==> src/rtl/ex_pkg.sv <==
// ex_pkg: shared encodings for the execute stage.
//   aluop_t    - ALUOp field (add, sub, R-type by funct, multiply)
//   funct_t    - R-type function select, decoded when ALUOp = R-type
//   ex_state_t - execute-stage sequencer states (S_IDLE, S_MUL)
package ex_pkg;

  typedef enum logic [1:0] {
    ALUOP_ADD   = 2'b00,
    ALUOP_SUB   = 2'b01,
    ALUOP_RTYPE = 2'b10,
    ALUOP_MUL   = 2'b11
  } aluop_t;

  typedef enum logic [2:0] {
    F_ADD = 3'b000,
    F_SUB = 3'b001,
    F_AND = 3'b010,
    F_OR  = 3'b011,
    F_XOR = 3'b100,
    F_SLT = 3'b101,
    F_SLL = 3'b110,
    F_SRL = 3'b111
  } funct_t;

  typedef enum logic {
    S_IDLE = 1'b0,
    S_MUL  = 1'b1
  } ex_state_t;

endpackage

==> src/rtl/ex_alu.sv <==
// ex_alu: combinational ALU of the execute stage.
// Ports:
//   aluop  in  2        operation class (add, sub, R-type, multiply)
//   funct  in  FUNCT_W  R-type function select
//   a      in  DATA_W   operand A
//   b      in  DATA_W   operand B (already muxed by the stage)
//   y      out DATA_W   result
// The multiply class evaluates as add here; the iterative multiplier,
// when present, lives in the stage and overrides this result.
module ex_alu
  import ex_pkg::*;
#(
  parameter int unsigned DATA_W  = 16,
  parameter int unsigned FUNCT_W = 3
) (
  input  logic [1:0]         aluop,
  input  logic [FUNCT_W-1:0] funct,
  input  logic [DATA_W-1:0]  a,
  input  logic [DATA_W-1:0]  b,
  output logic [DATA_W-1:0]  y
);

  localparam int unsigned SHW = $clog2(DATA_W);

  logic [SHW-1:0] shamt;
  logic           lt_signed;

  assign shamt     = b[SHW-1:0];
  assign lt_signed = $signed(a) < $signed(b);

  always_comb begin
    y = '0;
    case (aluop_t'(aluop))
      ALUOP_ADD: y = a + b;
      ALUOP_SUB: y = a - b;
      ALUOP_MUL: y = a + b;
      ALUOP_RTYPE: begin
        case (funct_t'(funct[2:0]))
          F_ADD:   y = a + b;
          F_SUB:   y = a - b;
          F_AND:   y = a & b;
          F_OR:    y = a | b;
          F_XOR:   y = a ^ b;
          F_SLT:   y = {{(DATA_W-1){1'b0}}, lt_signed};
          F_SLL:   y = a << shamt;
          F_SRL:   y = a >> shamt;
          default: y = '0;
        endcase
      end
      default: y = '0;
    endcase
  end

endmodule

==> src/rtl/ex_stage_pipe.sv <==
// ex_stage_pipe: execute stage of the 16-bit processor.
// Operand mux + ALU + branch/jump target, registered into an EX/MEM
// output register with a valid/ready handshake (1 op/cycle).
// Build option: define EX_MUL_EN to add a radix-2 shift-add multiplier
// (ALUOp=11, DATA_W steps, stalls the stage via busy). Without it,
// ALUOp=11 executes as a single-cycle add and busy is tied low.
// Ports:
//   clock, reset_n          clock (rising edge), synchronous active-low reset
//   in_valid / in_ready     ID -> EX handshake
//   Branch, ALUSrc, ALUOp   control from decode
//   funct                   R-type function select
//   dataID1, dataID2        register operands A and B
//   extdSignal, PC4         sign-extended immediate, next-instruction PC
//   out_valid / out_ready   EX -> MEM handshake
//   outputALU, Zero         registered result and (result == 0)
//   branchTaken             registered Branch & Zero
//   outputBranch            registered PC4 + (extdSignal << 1)
//   jumpResult              registered extdSignal << 1
//   busy                    multiplier iterating
module ex_stage_pipe
  import ex_pkg::*;
#(
  parameter int unsigned DATA_W  = 16,
  parameter int unsigned FUNCT_W = 3
) (
  input  logic               clock,
  input  logic               reset_n,
  input  logic               in_valid,
  output logic               in_ready,
  input  logic               Branch,
  input  logic               ALUSrc,
  input  logic [1:0]         ALUOp,
  input  logic [FUNCT_W-1:0] funct,
  input  logic [DATA_W-1:0]  dataID1,
  input  logic [DATA_W-1:0]  dataID2,
  input  logic [DATA_W-1:0]  extdSignal,
  input  logic [DATA_W-1:0]  PC4,
  output logic               out_valid,
  input  logic               out_ready,
  output logic [DATA_W-1:0]  outputALU,
  output logic               Zero,
  output logic               branchTaken,
  output logic [DATA_W-1:0]  outputBranch,
  output logic [DATA_W-1:0]  jumpResult,
  output logic               busy
);

  logic [DATA_W-1:0] opb;
  logic [DATA_W-1:0] alu_y;
  logic [DATA_W-1:0] jmp_tgt;
  logic [DATA_W-1:0] br_tgt;
  logic              accept;
  logic              accept_alu;
  logic              consume;

  // Output-register write port: one source per cycle (ALU op or finished multiply)
  logic              wr_en;
  logic [DATA_W-1:0] wr_alu;
  logic              wr_br;
  logic [DATA_W-1:0] wr_brt;
  logic [DATA_W-1:0] wr_jmp;

  assign opb     = ALUSrc ? extdSignal : dataID2;
  assign jmp_tgt = extdSignal << 1;
  assign br_tgt  = PC4 + jmp_tgt;

  ex_alu #(
    .DATA_W (DATA_W),
    .FUNCT_W(FUNCT_W)
  ) u_alu (
    .aluop(ALUOp),
    .funct(funct),
    .a    (dataID1),
    .b    (opb),
    .y    (alu_y)
  );

  assign in_ready = !busy && (!out_valid || out_ready);
  assign accept   = in_valid && in_ready;
  assign consume  = out_valid && out_ready;

`ifdef EX_MUL_EN
  localparam int unsigned CNTW = $clog2(DATA_W);
  localparam logic [CNTW-1:0] LAST_STEP = CNTW'(DATA_W - 1);

  ex_state_t         state_q;
  logic [CNTW-1:0]   cnt_q;
  logic [DATA_W-1:0] mcand_q;
  logic [DATA_W-1:0] mplr_q;
  logic [DATA_W-1:0] acc_q;
  logic [DATA_W-1:0] acc_next;
  logic              mul_br_q;
  logic [DATA_W-1:0] mul_brt_q;
  logic [DATA_W-1:0] mul_jmp_q;
  logic              accept_mul;
  logic              mul_done;

  assign busy       = (state_q == S_MUL);
  assign accept_mul = accept && (ALUOp == ALUOP_MUL);
  assign accept_alu = accept && (ALUOp != ALUOP_MUL);
  assign acc_next   = acc_q + (mplr_q[0] ? mcand_q : '0);
  // The final step's partial sum goes straight into the output register,
  // so the product lands DATA_W cycles after the accepting edge.
  assign mul_done   = (state_q == S_MUL) && (cnt_q == LAST_STEP);

  always_ff @(posedge clock) begin
    if (!reset_n) begin
      state_q   <= S_IDLE;
      cnt_q     <= '0;
      mcand_q   <= '0;
      mplr_q    <= '0;
      acc_q     <= '0;
      mul_br_q  <= 1'b0;
      mul_brt_q <= '0;
      mul_jmp_q <= '0;
    end else begin
      case (state_q)
        S_IDLE: begin
          if (accept_mul) begin
            state_q   <= S_MUL;
            cnt_q     <= '0;
            mcand_q   <= dataID1;
            mplr_q    <= opb;
            acc_q     <= '0;
            // Targets/branch flag are captured now; the output register may
            // still hold an earlier result until the product is written.
            mul_br_q  <= Branch;
            mul_brt_q <= br_tgt;
            mul_jmp_q <= jmp_tgt;
          end
        end
        S_MUL: begin
          acc_q   <= acc_next;
          mcand_q <= mcand_q << 1;
          mplr_q  <= mplr_q >> 1;
          cnt_q   <= cnt_q + 1'b1;
          if (mul_done) begin
            state_q <= S_IDLE;
          end
        end
        default: state_q <= S_IDLE;
      endcase
    end
  end

  always_comb begin
    wr_en  = accept_alu;
    wr_alu = alu_y;
    wr_br  = Branch;
    wr_brt = br_tgt;
    wr_jmp = jmp_tgt;
    if (mul_done) begin
      wr_en  = 1'b1;
      wr_alu = acc_next;
      wr_br  = mul_br_q;
      wr_brt = mul_brt_q;
      wr_jmp = mul_jmp_q;
    end
  end
`else
  assign busy       = 1'b0;
  assign accept_alu = accept;

  always_comb begin
    wr_en  = accept_alu;
    wr_alu = alu_y;
    wr_br  = Branch;
    wr_brt = br_tgt;
    wr_jmp = jmp_tgt;
  end
`endif

  always_ff @(posedge clock) begin
    if (!reset_n) begin
      out_valid    <= 1'b0;
      outputALU    <= '0;
      Zero         <= 1'b0;
      branchTaken  <= 1'b0;
      outputBranch <= '0;
      jumpResult   <= '0;
    end else begin
      if (wr_en) begin
        out_valid    <= 1'b1;
        outputALU    <= wr_alu;
        Zero         <= (wr_alu == '0);
        branchTaken  <= wr_br && (wr_alu == '0);
        outputBranch <= wr_brt;
        jumpResult   <= wr_jmp;
      end else if (consume) begin
        out_valid <= 1'b0;
      end
    end
  end

endmodule
==> config.mk <==
export PLATFORM = sky130hd
export DESIGN_NAME = ex_stage_pipe
export DESIGN_NICKNAME = d
export VERILOG_FILES = /design/src/rtl/ex_pkg.sv /design/src/rtl/ex_alu.sv /design/src/rtl/ex_stage_pipe.sv
export SDC_FILE = /design/constraint.sdc
export NUM_CORES = 1
export LEC_CHECK = 0
export CORE_MARGIN = 1.5
export CORE_UTILIZATION = 54
export CTS_CLUSTER_SIZE = 25
export DETAILED_ROUTE_END_ITERATION = 10
export PLACE_DENSITY = 0.93
export SLEW_MARGIN = 20
export SYNTH_ARGS = -nofsm -noshare
export SYNTH_HDL_FRONTEND = slang
export SYNTH_HIERARCHICAL = 1
export SYNTH_SLANG_ARGS = --single-unit
==> constraint.sdc <==
create_clock -name clock -period 6.05 [get_ports clock]
set_input_delay 0.605 -clock clock [delete_from_list [all_inputs] [get_ports clock]]
set_output_delay 0.605 -clock clock [all_outputs]
set_load 0.1 [all_outputs]
==> results.cfg, run 1 <==
[sta]
finClkSkew_ps = 6.98
worstMarginPinSlew_ps = 1040
finalHoldViolCount = 0
grt_setup_unrepaired = false
relSlewSlack_pct = 30.3
timing.final.max_slew_violations = 0
finalSetupTns_ps = 0
fin_ws_ps = 943
fin_crit_sh_pct = 84.4
post-route-min-period_ps = 5110
fmax_mhz = 196
whs_ps = 450
setup_viol_count_final = 0

[critical_path]
cp.required_ps = 6280
crit_arrival_ps = 5340
rr_startpoint = out_valid
cp-startpoint = ALUSrc
endpoint_kind = flip-flop
setup.worst_path.start_class = primary input
endpoint = branchTaken
r2r_slack_ps = 4460
path_class = primary input to flip-flop
worst-path-max-fanout = 10
r2r_end = outputBranch[10]
r2r_cells = 5

[clocking]
clockBufferDepth = 2
clkSlewWorstSetupHoldPaths_ps = 70
cts_tree = built
htree_num_levels = 2
clock_sinks = 50
postCtsSetupRepairBufs = 0
cts-root-buf = clkbuf_16
cts_resized = 0
cts-buffers-inserted = 5
hold_buffers = 0
insertion_delay_ps = 290

[power]
power.density_nw_per_um2 = 203
power_frac_clock_pct = 20.2
seq_power_share_pct = 22.3
power.total_mw = 1.66
p_comb_share_pct = 57.5
switchingPower_mw = 0.771
p_sw_share_pct = 46.4
irDropWorstVdd_v = 0.000164
leakage_nw = 3.35
cell_internal_pwr_mw = 0.891

[detailed_routing]
drt-total-wl_um = 24100
drtAntennaViolNets = 0
wl_per_cell_um = 20.5
via_per_inst = 6.36
drc = 0
drtPass1Iterations = 5
vias = 7464
drtIter0Drc = 901

[floorplanning]
dieArea_um2 = 13200
die_y_um = 115
ios = 128
die_w_um = 115
rows = 40
initial_core_util_pct = 55.8
core-area_um2 = 12100

[placement]
place_congestion = 1.00
io_buffers = 125
hpwl_um = 18600
place_ws_ps = 756

[logic_synthesis]
avgSynthCellArea_um2 = 7.33
synth_ff_type = dfxtp_1
yosysSeqAreaShare_pct = 14.8
synth_edf_count = 0
synthArstFlopShare_pct = 0
synth_cell_types = 77
syn_inst = 922
synth_warnings = 6
synth_area_um2 = 6760
ys_ff_latch = 50

[global_route]
grt_usage_pct = 35.8
antenna_found_initial = 0
gr-total-overflow = 0
grt_pass1_vias = 6933
grt_max_degree = 54
grt_pass1_wl_um = 36700

[run]
maxCapViolCount = 0

[final_layout]
nets = 1148
antenna_cells = 0
drive_gt1_share_pct = 6.76
syn_to_final_growth_pct = 21.2

[status]
outcome = completed

[worst_hold_path]
hp-class = flip-flop to flip-flop
state kept, by name, summed over array words and instances, names as in the netlist:
name / flops
jumpResult: 15
branchTaken: 1
outputBranch: 16
Zero: 1
outputALU: 16
out_valid: 1
cell families (layout without fill, tap and decap cells):
logic type	count (synthesis)	in the layout	share of synthesized area [%]
AND/OR/NAND/NOR	299	299	20.3
AO/OA/AOI/OAI	297	297	30.1
buffers and inverters	122	205	7.96
adder cells (fa/ha/maj)	68	68	12.9
multiplexers	55	55	9.98
flip-flops	50	50	14.8
XOR/XNOR	30	30	3.89
other	1	2	0.0555
layout make-up:
class | count | area [um2]
Inverter | 57 | 214
Clock inverter | 2 | 38.8
Multi-Input combinational cell | 751 | 5220
Timing Repair Buffer | 140 | 1360
Clock buffer | 6 | 139
Sequential cell | 50 | 1000
Tap cell | 168 | 210
Fill cell | 1075 | 3920
metrics by stage:
stage | cell area, um2 | util (%) | cells
global placement | 8010 | 66.1 | 1166
global route | 8190 | 67.6 | 1174
floorplan | 6760 | - | 923
CTS | 8190 | 67.6 | 1174
finish | 8190 | 67.6 | 1174
detailed placement | 8010 | 66.1 | 1166
layout by cell type (no fill, tap or decap), types with 5 or more instances in the layout:
cell type	netlist	layout
a31oi_1	7	7
o221ai_1	7	7
clkbuf_16	0	5
nor2_1	73	73
buf_4	6	15
a21o_1	15	15
ha_1	65	65
o22ai_1	18	18
a21oi_1	73	73
mux2_2	19	19
dfxtp_1	50	50
mux2i_1	28	28
inv_1	55	55
o31ai_1	11	11
nand3_1	19	19
o211ai_1	7	7
o21ai_0	40	40
nor4_1	8	8
nand2_1	115	115
and2_1	8	8
a21boi_0	36	36
a211oi_1	18	18
a211o_1	8	8
nand4_1	8	8
mux4_2	8	8
xor2_1	8	8
nor3_1	24	24
xnor2_1	22	22
nor2b_1	9	9
a21boi_1	6	6
nand2b_1	11	11
o21ai_1	7	7
clkdlybuf4s50_1	0	125
or3_1	5	5
Yosys cell counts, drive strengths merged (3+ instances only):
master,n,share of area [%]
nand2,116,6.5
a21oi,73,5.4
nor2,73,4.1
ha,65,12
inv,55,3.1
dfxtp,50,15
o21ai,50,3.9
clkbuf,43,2.8
a21boi,42,4.7
mux2i,28,4.1
nor3,24,1.8
buf,22,2.0
xnor2,22,2.9
mux2,19,3.2
nand3,19,1.4
a211oi,18,2.0
o22ai,18,1.7
a21o,15,1.7
o31ai,12,1.4
nand2b,11,1.0
nor2b,9,0.83
a211o,8,1.0
and2,8,0.74
mux4,8,2.7
nand4,8,0.74
nor4,8,0.74
xor2,8,1.0
a31oi,7,0.65
o211ai,7,0.78
o221ai,7,0.91
a221oi,5,1.0
a311oi,5,0.74
and3,5,0.54
or3,5,0.46
or2,4,0.37
fa,3,0.89
nand4b,3,0.39
o21a,3,0.33
o41ai,3,0.39
how the worst min path moves through the flow:
stage	from	to	cells after the start
floorplan	extdSignal[9]	jumpResult[10]	2
global placement	outputBranch[7]	outputBranch[7]	2
detailed placement	outputBranch[6]	outputBranch[6]	2
CTS	outputBranch[6]	outputBranch[6]	2
global route	outputBranch[6]	outputBranch[6]	2
finish	outputBranch[6]	outputBranch[6]	2
worst max-delay path: stages:
cell and delay (ps):
clkdlybuf4s50_1 600, mux2_2 520, ha_1 280, fa_1 450
nor2_1 150, o221ai_1 210, a311oi_1 540, o311ai_2 160
a311oi_1 290, o41ai_1 100, a2111oi_0 430, a21oi_1 120
nor4_1 320, nand2_1 80, nor3_1 250, a22oi_1 100
nor2b_1 120
per-layer routing:
layer | GRT usage (%) | up-vias | part of all wire (%)
met5 | 0 | - | 0
met2 | 59.3 | 447 | 45
met4 | 22.2 | 0 | 6.8
li1 | - | 3474 | -
met1 | 43.3 | 3441 | 39
met3 | 5.90 | 102 | 9.1
power groups by stage:
| stage | logic (mW) | clock network, mW | registers [mW] |
|---|---|---|---|
| floorplan | 0.490 | 0 | 0.572 |
| global placement | 0.929 | 0 | 0.377 |
| detailed placement | 0.933 | 0 | 0.378 |
| CTS | 0.938 | 0.336 | 0.371 |
| global route | 1.01 | 0.351 | 0.373 |
| finish | 0.955 | 0.336 | 0.370 |
Power figures use the tool's default switching activity.
==> run 2: changes to the inputs <==
--- a/config.mk
+++ b/config.mk
@@ -6,10 +6,10 @@
 export NUM_CORES = 1
 export LEC_CHECK = 0
 export CORE_MARGIN = 1.5
-export CORE_UTILIZATION = 54
+export CORE_UTILIZATION = 49
 export CTS_CLUSTER_SIZE = 25
 export DETAILED_ROUTE_END_ITERATION = 10
-export PLACE_DENSITY = 0.93
+export PLACE_DENSITY = 0.9
 export SLEW_MARGIN = 20
 export SYNTH_ARGS = -nofsm -noshare
 export SYNTH_HDL_FRONTEND = slang
==> constraint.sdc (replaced) <==
create_clock -name clock -period 4.6 [get_ports clock]
set_input_delay 0.46 -clock clock [delete_from_list [all_inputs] [get_ports clock]]
set_output_delay 0.46 -clock clock [all_outputs]
set_load 0.1 [all_outputs]
==> run 2 against run 1 <==
Sequential power is 32% higher. Design area is 5.9% higher. Core utilization is 2.6 points lower. First-iteration DRC count decreased by 1.9%. Critical path type unchanged. Critical endpoint unchanged. Highest routed layer unchanged.
==> results.cfg, run 2 (synthesis gave the netlist of run 1 again) <==
[final_layout]
syn_to_final_growth_pct = 28.4
mostFrequentLayoutCells = clkdlybuf4s50_1, nand2_1, buf_4, a21oi_1, nor2_1
nets = 1208
top_regs = outputALU (16), outputBranch (16), jumpResult (15)
final-instance-count-excl-fill = 1241
drive_gt1_share_pct = 12.3
antenna_cells = 0
layout_commonest_cell = clkdlybuf4s50_1

[clocking]
cts-root-buf = clkbuf_16
insertion_delay_ps = 300
htree_num_levels = 2
clock_sinks = 50
clkSlewWorstSetupHoldPaths_ps = 70
clockBufferDepth = 2
cts-buffers-inserted = 5
cts_tree = built

[detailed_routing]
drtIter0Drc = 884
drtPass1Iterations = 7
wl_per_cell_um = 20.7
drc = 0
via_per_inst = 6.27
vias = 7783
drt-total-wl_um = 25700
drtAntennaViolNets = 0

[critical_path]
r2r_slack_ps = 2540
critPathSlowestCell = clkdlybuf4s50_1
worst-path-max-fanout = 9
cpPeakStageDelay_ps = 630
r2r_cells = 5
rr_startpoint = out_valid
endpoint_kind = flip-flop
worstPathCellList = clkdlybuf4s50_1, mux2_2, clkinv_1, ha_1, buf_4, a211o_1, o211ai_1, a211oi_1, nor3_1, or3_1, xnor2_1, a21oi_1, o31ai_1, nor4_1, nand2_1, nor3_2, a22oi_1, nor2b_1
r2r_end = jumpResult[7]
setup.worst_path.start_class = primary input
cp.required_ps = 4780
path_class = primary input to flip-flop
crit_arrival_ps = 4490

[power]
switchingPower_mw = 1.04
power_frac_clock_pct = 18.5
cell_internal_pwr_mw = 1.22
seq_power_share_pct = 21.5
irDropWorstVdd_v = 0.000158
p_sw_share_pct = 46.1
p_comb_share_pct = 60.0
leakage_nw = 3.64
power.total_mw = 2.26
power.density_nw_per_um2 = 261

[floorplanning]
dieArea_um2 = 14500
die_y_um = 120
die_w_um = 120
ios = 128
initial_core_util_pct = 50.6
core-area_um2 = 13300
rows = 42

[sta]
timing.final.max_slew_violations = 0
finalHoldViolCount = 0
post-route-min-period_ps = 4310
fin_ws_ps = 288
finalSetupTns_ps = 0
relSlewSlack_pct = 25.6
setup_viol_count_final = 0
worstMarginPinSlew_ps = 1110
whs_ps = 456
fmax_mhz = 232
fin_crit_sh_pct = 93.7
finClkSkew_ps = 5.76

[global_route]
grt_usage_pct = 35.1
grt_max_degree = 43
antenna_found_initial = 0
grt_pass1_wl_um = 40300
grt_pass1_vias = 7520
gr-total-overflow = 0

[status]
outcome = completed

[placement]
place_ws_ps = -264
io_buffers = 125
place_inst = 1233
hpwl_um = 20200
place_congestion = 1.06

[worst_hold_path]
holdCritStartpoint = jumpResult[11]
hp-class = flip-flop to flip-flop
hold_depth = 2
hold_end = jumpResult[11]

[run]
maxCapViolCount = 0
[run 2: changes by cell type in the layout (fill, tap and decap cells not counted), sizes merged]
| cell | delta |
|---|---|
| buf | +60 |
| clkbuf | -1 |
| clkdlybuf4s50 | -1 |
| clkinv | +1 |
| dlymetal6s2s | +1 |
| inv | -1 |
[run 2: worst max-delay path by stage]
stage	from	endpoint	cells past startpoint
after floorplan	ALUSrc	branchTaken	19
after global placement	ALUSrc	branchTaken	18
after detailed placement	ALUSrc	branchTaken	18
after CTS	ALUSrc	branchTaken	18
after global routing	extdSignal[0]	branchTaken	18
final	extdSignal[2]	branchTaken	18
[run 2: cell type report]
class | instances | area, um2
Clock buffer | 5 | 125
Tap cell | 176 | 220
Timing Repair Buffer | 200 | 1830
Inverter | 57 | 214
Sequential cell | 50 | 1000
Clock inverter | 2 | 38.8
Multi-Input combinational cell | 751 | 5250
Fill cell | 1151 | 4670
[run 2: routing by layer]
metal / part of all wire, % / GRT usage, % / up-vias / wire [um]
li1: - / - / 3605 / -
met1: 39 / 42.9 / 3603 / 10000
met2: 46 / 57.8 / 464 / 11700
met3: 8.6 / 6.04 / 111 / 2220
met4: 6.6 / 20.7 / 0 / 1690
met5: 0 / 0 / - / 0
[run 2: stage by stage]
stage | util [%] | instance area, um2
4_1_cts | 64.8 | 8650
3_3_place_gp | 63.5 | 8480
3_5_place_dp | 63.5 | 8480
2_1_floorplan | - | 6760
5_1_grt | 65.0 | 8680
6_report | 65.0 | 8680
[run 2: worst max-delay path, delay by kind of cell]
kind            cells  cell delay, ps
buf+inv             3             950
xor+xnor            1             200
simple gates        6             880
mux                 1             290
compound gates      6            1380
fa+ha+maj           1             330
[run 2: repair_timing]
action,CTS,global route
hold buffers,0,0
setup endpoints to repair,1,2
gates resized for setup,1,6
pin swaps,0,3
buffers inserted,0,1
[run 2: power groups by stage]
stage               registers (mW)  clock network, mW  logic (mW)
floorplan                    0.752                  0       0.644
global placement             0.495                  0        1.30
detailed placement           0.497                  0        1.31
CTS                          0.487              0.419        1.32
global route                 0.491              0.434        1.44
finish                       0.487              0.418        1.36
